===== config.mk =====
export PLATFORM = sky130hd
export DESIGN_NAME = bpf_pkt_loader
export DESIGN_NICKNAME = d
export VERILOG_FILES = /design/src/rtl/bpf_pkg.sv /design/src/rtl/bpf_pkt_ram.sv /design/src/rtl/bpf_pkt_loader.sv
export SDC_FILE = /design/constraint.sdc
export NUM_CORES = 2
export LEC_CHECK = 0
export CORE_MARGIN = 8
export CORE_UTILIZATION = 60
export DETAILED_ROUTE_END_ITERATION = 8
export PLACE_DENSITY = 0.84
export SETUP_SLACK_MARGIN = 0.05
export SKIP_LAST_GASP = 1
export SLEW_MARGIN = 30
export SYNTH_ARGS = -nofsm -noshare
export SYNTH_HDL_FRONTEND = slang
export SYNTH_SLANG_ARGS = --single-unit

===== constraint.sdc =====
create_clock -name clk -period 5.7 [get_ports clk]
set_input_delay 1.14 -clock clk [delete_from_list [all_inputs] [get_ports clk]]
set_output_delay 1.14 -clock clk [all_outputs]
set_load 0.01 [all_outputs]

===== src/rtl/bpf_pkg.sv =====
// Shared definitions for the BPF packet front-end and the filter core.
// Holds the loader state encoding and the packet address/length widths
// that the core also uses to bound its packet-load address range.
package bpf_pkg;

    localparam int BPF_PKT_ADDR_W = 8;
    localparam int BPF_PKT_LEN_W  = 9;

    typedef enum logic [1:0] {
        IDLE   = 2'd0,
        LOAD   = 2'd1,
        RUN    = 2'd2,
        REPORT = 2'd3
    } ldr_state_t;

endpackage


===== src/rtl/bpf_pkt_ram.sv =====
// Packet RAM: 2**ADDR_W bytes, one synchronous write port and one
// registered read port. Not reset, so it maps onto block RAM.
// Ports:
//   clk               clock
//   wr_en/wr_addr/wr_data   write port
//   rd_addr           read address (cycle N)
//   rd_data           read data (cycle N+1)
module bpf_pkt_ram #(
    parameter int ADDR_W = 8
) (
    input  logic              clk,
    input  logic              wr_en,
    input  logic [ADDR_W-1:0] wr_addr,
    input  logic [7:0]        wr_data,
    input  logic [ADDR_W-1:0] rd_addr,
    output logic [7:0]        rd_data
);

    logic [7:0] mem [0:(2**ADDR_W)-1];

    // Write port and registered read port.
    always_ff @(posedge clk) begin
        if (wr_en) begin
            mem[wr_addr] <= wr_data;
        end
        rd_data <= mem[rd_addr];
    end

endmodule


===== src/rtl/bpf_pkt_loader.sv =====
// Packet front-end for the BPF core. Loads one packet from a byte stream
// into the packet RAM, pulses cpu_start, serves the core's packet reads
// (bytes beyond the stored length read as 0x00), then captures the
// core's verdict and presents it downstream with the stored length.
// Ports:
//   clk, rst                       clock, synchronous active-high reset
//   in_valid/in_ready/in_data/in_last   packet byte stream
//   cpu_start, cpu_done, cpu_accept     core control and verdict
//   cpu_rd_addr, cpu_rd_data            core packet read port (1-cycle)
//   pkt_len                             length of the current packet
//   verdict_valid/ready/accept/len/trunc  verdict output handshake
module bpf_pkt_loader
    import bpf_pkg::*;
#(
    parameter int ADDR_W = BPF_PKT_ADDR_W,
    parameter int LEN_W  = ADDR_W + 1
) (
    input  logic              clk,
    input  logic              rst,
    input  logic              in_valid,
    output logic              in_ready,
    input  logic [7:0]        in_data,
    input  logic              in_last,
    output logic              cpu_start,
    input  logic              cpu_done,
    input  logic              cpu_accept,
    input  logic [ADDR_W-1:0] cpu_rd_addr,
    output logic [7:0]        cpu_rd_data,
    output logic [LEN_W-1:0]  pkt_len,
    output logic              verdict_valid,
    input  logic              verdict_ready,
    output logic              verdict_accept,
    output logic [LEN_W-1:0]  verdict_len,
    output logic              verdict_trunc
);

    localparam logic [LEN_W-1:0] ONE     = {{(LEN_W-1){1'b0}}, 1'b1};
    localparam logic [LEN_W-1:0] MAX_LEN = ONE << ADDR_W;

    ldr_state_t        state;
    ldr_state_t        state_next;
    logic [LEN_W-1:0]  count;
    logic [LEN_W-1:0]  count_next;
    logic              trunc;
    logic              trunc_next;
    logic              wr_en;
    logic [ADDR_W-1:0] wr_addr;
    logic              capture;
    logic              release_verdict;
    logic              beat;
    logic              rd_in_range;
    logic [7:0]        ram_rd_data;

    assign beat = in_valid && in_ready;

    // FSM state register.
    always_ff @(posedge clk) begin
        if (rst) begin
            state <= IDLE;
        end else begin
            state <= state_next;
        end
    end

    // Next-state, byte counter, truncation and RAM write control.
    always_comb begin
        state_next      = state;
        count_next      = count;
        trunc_next      = trunc;
        wr_en           = 1'b0;
        wr_addr         = count[ADDR_W-1:0];
        capture         = 1'b0;
        release_verdict = 1'b0;
        case (state)
            IDLE: begin
                if (beat) begin
                    wr_en      = 1'b1;
                    wr_addr    = {ADDR_W{1'b0}};
                    count_next = ONE;
                    trunc_next = 1'b0;
                    state_next = in_last ? RUN : LOAD;
                end else begin
                    state_next = IDLE;
                end
            end
            LOAD: begin
                if (beat) begin
                    // Once the RAM is full further bytes are dropped and
                    // the count holds at MAX_LEN.
                    if (count < MAX_LEN) begin
                        wr_en      = 1'b1;
                        count_next = count + ONE;
                    end else begin
                        trunc_next = 1'b1;
                    end
                    state_next = in_last ? RUN : LOAD;
                end else begin
                    state_next = LOAD;
                end
            end
            RUN: begin
                if (cpu_done) begin
                    capture    = 1'b1;
                    state_next = REPORT;
                end else begin
                    state_next = RUN;
                end
            end
            REPORT: begin
                if (verdict_ready) begin
                    release_verdict = 1'b1;
                    count_next      = {LEN_W{1'b0}};
                    trunc_next      = 1'b0;
                    state_next      = IDLE;
                end else begin
                    state_next = REPORT;
                end
            end
            default: begin
                state_next = IDLE;
                count_next = {LEN_W{1'b0}};
                trunc_next = 1'b0;
            end
        endcase
    end

    // Datapath registers: counter, handshake/start flags, read mask, verdict.
    always_ff @(posedge clk) begin
        if (rst) begin
            count          <= {LEN_W{1'b0}};
            trunc          <= 1'b0;
            in_ready       <= 1'b1;
            cpu_start      <= 1'b0;
            rd_in_range    <= 1'b0;
            verdict_valid  <= 1'b0;
            verdict_accept <= 1'b0;
            verdict_len    <= {LEN_W{1'b0}};
            verdict_trunc  <= 1'b0;
        end else begin
            count       <= count_next;
            trunc       <= trunc_next;
            // in_ready depends only on the upcoming state.
            in_ready    <= (state_next == IDLE) || (state_next == LOAD);
            cpu_start   <= (state_next == RUN) && (state != RUN);
            // Mask decision is taken alongside the RAM read so that stale
            // bytes past the current length never reach the core.
            rd_in_range <= (LEN_W'(cpu_rd_addr) < count);
            if (capture) begin
                verdict_valid  <= 1'b1;
                verdict_accept <= cpu_accept;
                verdict_len    <= count;
                verdict_trunc  <= trunc;
            end else if (release_verdict) begin
                verdict_valid  <= 1'b0;
                verdict_accept <= 1'b0;
                verdict_len    <= {LEN_W{1'b0}};
                verdict_trunc  <= 1'b0;
            end
        end
    end

    assign pkt_len     = count;
    assign cpu_rd_data = rd_in_range ? ram_rd_data : 8'h00;

    bpf_pkt_ram #(
        .ADDR_W (ADDR_W)
    ) u_ram (
        .clk     (clk),
        .wr_en   (wr_en),
        .wr_addr (wr_addr),
        .wr_data (in_data),
        .rd_addr (cpu_rd_addr),
        .rd_data (ram_rd_data)
    );

endmodule

# Yosys cells after proc, flatten, opt, wreduce, memory -nomap -nowiden
# Memory sizes are Yosys's and may differ from the RTL's. A register that Yosys moved wholly into a read port is not among the register bits.
# Index checks and enable logic that the tools add are counted.
word_totals:
  register_bits: 27
  ram_bits: 2048
  output_inout_bits: 31
  n_memories: 1
mem_list:
  columns: ["name", "words", "width", "read_ports", "rd_ports_with_merged_regs", "write_ports", "line", "text"]
  rows:
  - ["u_ram.mem", 256, 8, 1, 1, 1, "bpf_pkt_ram.sv:19", "logic [7:0] mem [0:(2**ADDR_W)-1];"]
classes:
  addsub: 1
  n_lt_le_gt_ge: 2
  n_eq_ne: 11
  muxes: 35
  reduce_logical: 9
op_table:
  columns: ["op", "count"]
  rows:
  - ["two-way mux 9 bit", 6]
  - ["one-hot mux 9 bit (3 select lines)", 1]
  - ["two-way mux 8 bit", 3]
  - ["two-way mux 1 bit", 18]
  - ["inequality test 2 bit, second input constant", 6]
  - ["AND reduction 5 bit", 2]
  - ["adder 9 x 1 -> 9 bit, second input constant", 1]
  - ["< comparator 8 x 9 -> 1 bit", 1]
  - ["< comparator 9 bit, second input constant", 1]
  - ["two-way mux 2 bit", 4]
  - ["one-hot mux 2 bit (4 select lines)", 1]
  - ["equality test 2 bit, second input constant", 3]
  - ["equality test 2 x 1 -> 1 bit, second input constant", 2]
  - ["logical NOT 2 bit", 2]
  - ["one-hot mux 1 bit (3 select lines)", 1]
  - ["nonzero test 3 bit", 1]
  - ["logical AND 1 bit", 2]
  - ["one-hot mux 1 bit (2 select lines)", 1]
  - ["nonzero test 2 bit", 1]
  - ["logical OR 1 bit", 1]

# Depth between registers and ports, before layout
depth:
  ltp_word: 6
  depth_mapped: 12
  mapped_depth_nobuf: 9

# Hierarchy
# Synthesis repeated with hierarchy kept, for this count alone.
hier_totals:
  hier_cells: 3904
  area_unflattened_um2: 81054.0
by_module_without_submodules:
  columns: ["module", "instances", "cells_per_inst", "area_per_inst_um2", "seq_area_each_um2"]
  rows:
  - ["bpf_pkt_ram", 1, 3733, 79556.3, 61659.1]
  - ["bpf_pkt_loader", 1, 171, 1497.7, 540.5]

# Worst setup path after synthesis
# Ideal clock, no wire load.
synth_timing:
  path_type: "input-to-reg"
  from: "in in_valid"
  to: "mem u_ram.mem[68][0], enable pin"
  setup_time_ps: 370
  t_arrival_ps: 2932
  slack_ps: 2398
  stages: 8
  cell_sequence: "nand2_1 > nor3b_1 > or2_2 > clkbuf_1 > buf_2 > nand3_1 > clkbuf_1 > nor2_1"
synth_between:
  elab_chain_len: 5
synth_rtl:
  columns: ["element", "line", "text"]
  rows:
  - ["start: declaration", "bpf_pkt_loader.sv:20", "input logic in_valid,"]
  - ["logical AND 1 bit (*)", "bpf_pkt_loader.sv:54", "assign beat = in_valid && in_ready;"]
  - ["two-way mux 1 bit, on equally long branches", "bpf_pkt_loader.sv:87, bpf_pkt_loader.sv:76", null]
  - ["one-hot mux 1 bit (2 select lines)", "bpf_pkt_loader.sv:74", "case (state)"]
  - ["two-way mux 1 bit", "bpf_pkt_ram.sv:23", "if (wr_en) begin"]
  - ["two-way mux 1 bit (implied by the code)", "bpf_pkt_ram.sv:24", "mem[wr_addr] <= wr_data;"]
  - ["end: declaration", "bpf_pkt_ram.sv:19", null]
# Mark *: on every way between the ends. The rest lies on a longest branch, timed or not.

# Final worst setup path
layout_timing:
  from: "in in_valid"
  to: "mem u_ram.mem[180][2], enable pin"
# Same word-level chain as after synthesis.

==> impl_metrics.toml <==
[status]
status = "complete, but fails checks"
violations = "design-rule violations"

[setup_path]
crit_fanout = 14
end_kind = "flip-flop"
critPathRequiredTime_ns = 6.16
worst_setup_path_start_kind = "primary input"
crit_type = "in2reg"
r2r_end = "u_ram.mem[110][4]"
r2r_slack_ns = 1.61
setup.worst_path.start = "in_valid"
reg2reg_from = "state[0]"
slowest_delay_ns = 0.76
crit_buf_inv = 3
path_common_cell = "buf_4"
crit_arrival_ns = 4.74
cpLargestDelayFamily = "simple AND/OR/NAND/NOR gates"
path_cells = "clkdlybuf4s50_1 -> nand2_1 -> nor3b_1 -> buf_4 -> or2_2 -> nand3_1 -> buf_4 -> nor2_1"
rr_worst_depth = 6
crit_slowest_cell = "nor2_1"

[final_layout]
final_core_util = 0.674
nFillCells = 7539
post-route-cell-area_mm2 = 0.0899
syn_to_final_growth_pct = 11.4
fin_cells = 5798
drive_gt1_frac = 0.236
nets = 3898

[yosys]
synth_top_area_frac = 0.762
syn_area_per_cell_um2 = 21.6
syn_area_mm2 = 0.0807
yosysSeqAreaShare = 0.771
synth.area.top_cells = "edfxtp_1 (76%), mux4_2 (15%), nor2_1 (1.4%)"
async_flop_share = 0
yosysWarnings = 0
synth_edf_count = 2048
syn_inst = 3743
yosysMostFrequentCell = "edfxtp_1"
syn-num-nets = 3779
synth_largest_area_cell = "edfxtp_1"
ys_top_cells_by_count = "edfxtp_1 (2048), mux4_2 (530), nor2_1 (298), mux2i_1 (108), a22oi_1 (98)"
synth-main-ff-cell = "edfxtp_1"
yosys_register_bits = 2083
synth_cell_type_count = 44

[floorplanning]
initial_core_util = 0.604
coreArea_mm2 = 0.133
die_w_um = 383
io_pins = 54
rows = 134
fp.dieArea_mm2 = 0.146
die_h_um = 383

[grt]
grt_max_degree = 229
first_global_vias = 42200
grt_pass1_wl_um = 305000
antenna_found_initial = 15
overflow = 0
track_usage = 0.289

[clock_tree]
cts.htree.levels = 4
clock_latency_ns = 0.85
cts_buffers = 192
cts_setup_buffers = 0
cts-resized-gates = 0
clock-sinks = 2083
cts.hold.buffers_added = 0
cts_tree = "built"
ctsRootBufferMaster = "clkbuf_16"
cts_buffer_depth = 3
cts.clk_slew.worst_paths_ns = 0.07

[drt]
wl_per_cell_um = 37.2
first_pass_iters = 9
drc = 159
drt_iter0_markers = 7651
drt_wl_total_um = 216000
antenna_left = 0
routed_via_density = 7.31
dr_total_vias = 42400

[timing]
setup_violations = 0
skew_ns = 0.0456
finalHoldViolCount = 0
finalMaxSlewViolations = 0
setup_ws_ns = 1.41
maxSlewHeadroom = 0.295
tightest_slew_ns = 1.05
grt_setup_unrepaired = "false"
fmax_mhz = 233
totalNegativeSetupSlack_ns = 0
layout_min_cycle_time_ns = 4.29
period_share = 0.752

[min_path]
min_from = "verdict_len[2]"
holdPathStages = 2
min_to = "verdict_len[2]"
hold_class = "reg2reg"

[power_and_ir_drop]
cellPowerDensity_mw_per_mm2 = 354
p_int_mw = 25.0
ir_drop_uv = 244
pwr-share-seq = 0.530
power.switching_mw = 6.81
power_frac_comb = 0.049
p_clk_frac = 0.421
p_leak_nw = 27.8
swShare = 0.214

[placed_design]
gp_congestion = 0.922
pre_cts_ws_ns = 1.01
post-place-cells = 5433
dpl.hpwl_um = 117000
placedInstanceArea_mm2 = 0.0833
io_buffers = 53

[run]
cap_violations = 0
-- worst max-delay path by stage --
stage,to,slack (ns),cells past startpoint
after global routing,u_ram.mem[39][6],1.56,8
after detailed placement,u_ram.mem[173][2],1.01,5
after floorplan,u_ram.mem[68][0],2.40,8
after global placement,u_ram.mem[77][1],1.07,8
final,u_ram.mem[180][2],1.41,8
after CTS,u_ram.mem[172][3],1.74,5
-- layout make-up --
| cell class | count | area (µm²) | area share |
|---|---|---|---|
| Tap cell | 1768 | 2210 | 0.0246 |
| Antenna cell | 9 | 22.5 | 0.000251 |
| Clock buffer | 240 | 5210 | 0.0580 |
| Sequential cell | 2083 | 62200 | 0.692 |
| Multi-Input combinational cell | 1425 | 17300 | 0.192 |
| Clock inverter | 113 | 1290 | 0.0143 |
| Timing Repair Buffer | 148 | 1620 | 0.0181 |
| Inverter | 12 | 45.0 | 0.000501 |
-- worst min-delay path: cells and delay by family (launching register included) --
kind            cells  cell delay [ns]
flops               1             0.34
simple gates        1             0.08
compound gates      1             0.07
-- stage by stage --
stage / hold WS (ns) / power (mW)
after floorplan: 0.467 / 18.0
after detailed placement: 0.499 / 18.6
after global placement: 0.484 / 18.6
after CTS: 0.527 / 31.7
final: 0.522 / 31.8
after global routing: 0.542 / 32.3
-- sequential cells by signal (all words and copies together), names as in the netlist --
| name | cells |
|---|---|
| trunc | 1 |
| u_ram.mem | 2048 |
| u_ram.rd_data | 8 |
| in_ready | 1 |
| verdict_len | 9 |
| state | 2 |
| rd_in_range | 1 |
| verdict_accept | 1 |
| pkt_len | 9 |
| verdict_valid | 1 |
| cpu_start | 1 |
| verdict_trunc | 1 |
-- power groups by stage --
stage / registers (mW) / clock network, mW / logic [mW]
6_report: 16.8 / 13.4 / 1.55
3_3_place_gp: 17.2 / 0 / 1.41
4_1_cts: 16.9 / 13.4 / 1.51
2_1_floorplan: 17.2 / 0 / 0.819
3_5_place_dp: 17.2 / 0 / 1.45
5_1_grt: 16.8 / 13.9 / 1.59
-- layer usage --
layer / up-vias / GRT usage / part of all wire
met5: - / 0 / 0.00032
met4: 12 / 0.140 / 0.062
met3: 864 / 0.0911 / 0.14
met2: 4181 / 0.458 / 0.47
met1: 21400 / 0.368 / 0.32
li1: 15900 / - / -
-- cells in the final DEF, fill, tap and decap left out, types with 17 or more instances in the layout --
master	count
edfxtp_1	2048
mux4_2	530
nor2_1	289
clkbuf_16	199
mux2i_1	108
a22oi_1	98
buf_4	71
nand2_1	58
a21oi_1	52
nand3_1	47
clkdlybuf4s50_1	39
o22ai_1	35
dfxtp_1	35
clkbuf_1	33
clkinv_2	30
clkinv_1	30
bufinv_16	24
buf_12	22
nor3_1	21
a211oi_1	19
o221ai_1	18
nand4_1	17
-- kinds of logic after synthesis --
| logic type | after synthesis | synth area share |
|---|---|---|
| multiplexers | 638 | 0.161 |
| flip-flops | 2083 | 0.771 |
| buffers and inverters | 235 | 0.0156 |
| XOR/XNOR | 6 | 0.000651 |
| adder cells (fa/ha/maj) | 13 | 0.00202 |
| AO/OA/AOI/OAI | 264 | 0.0222 |
| AND/OR/NAND/NOR | 504 | 0.0271 |
(Power assumes the default switching activity.)
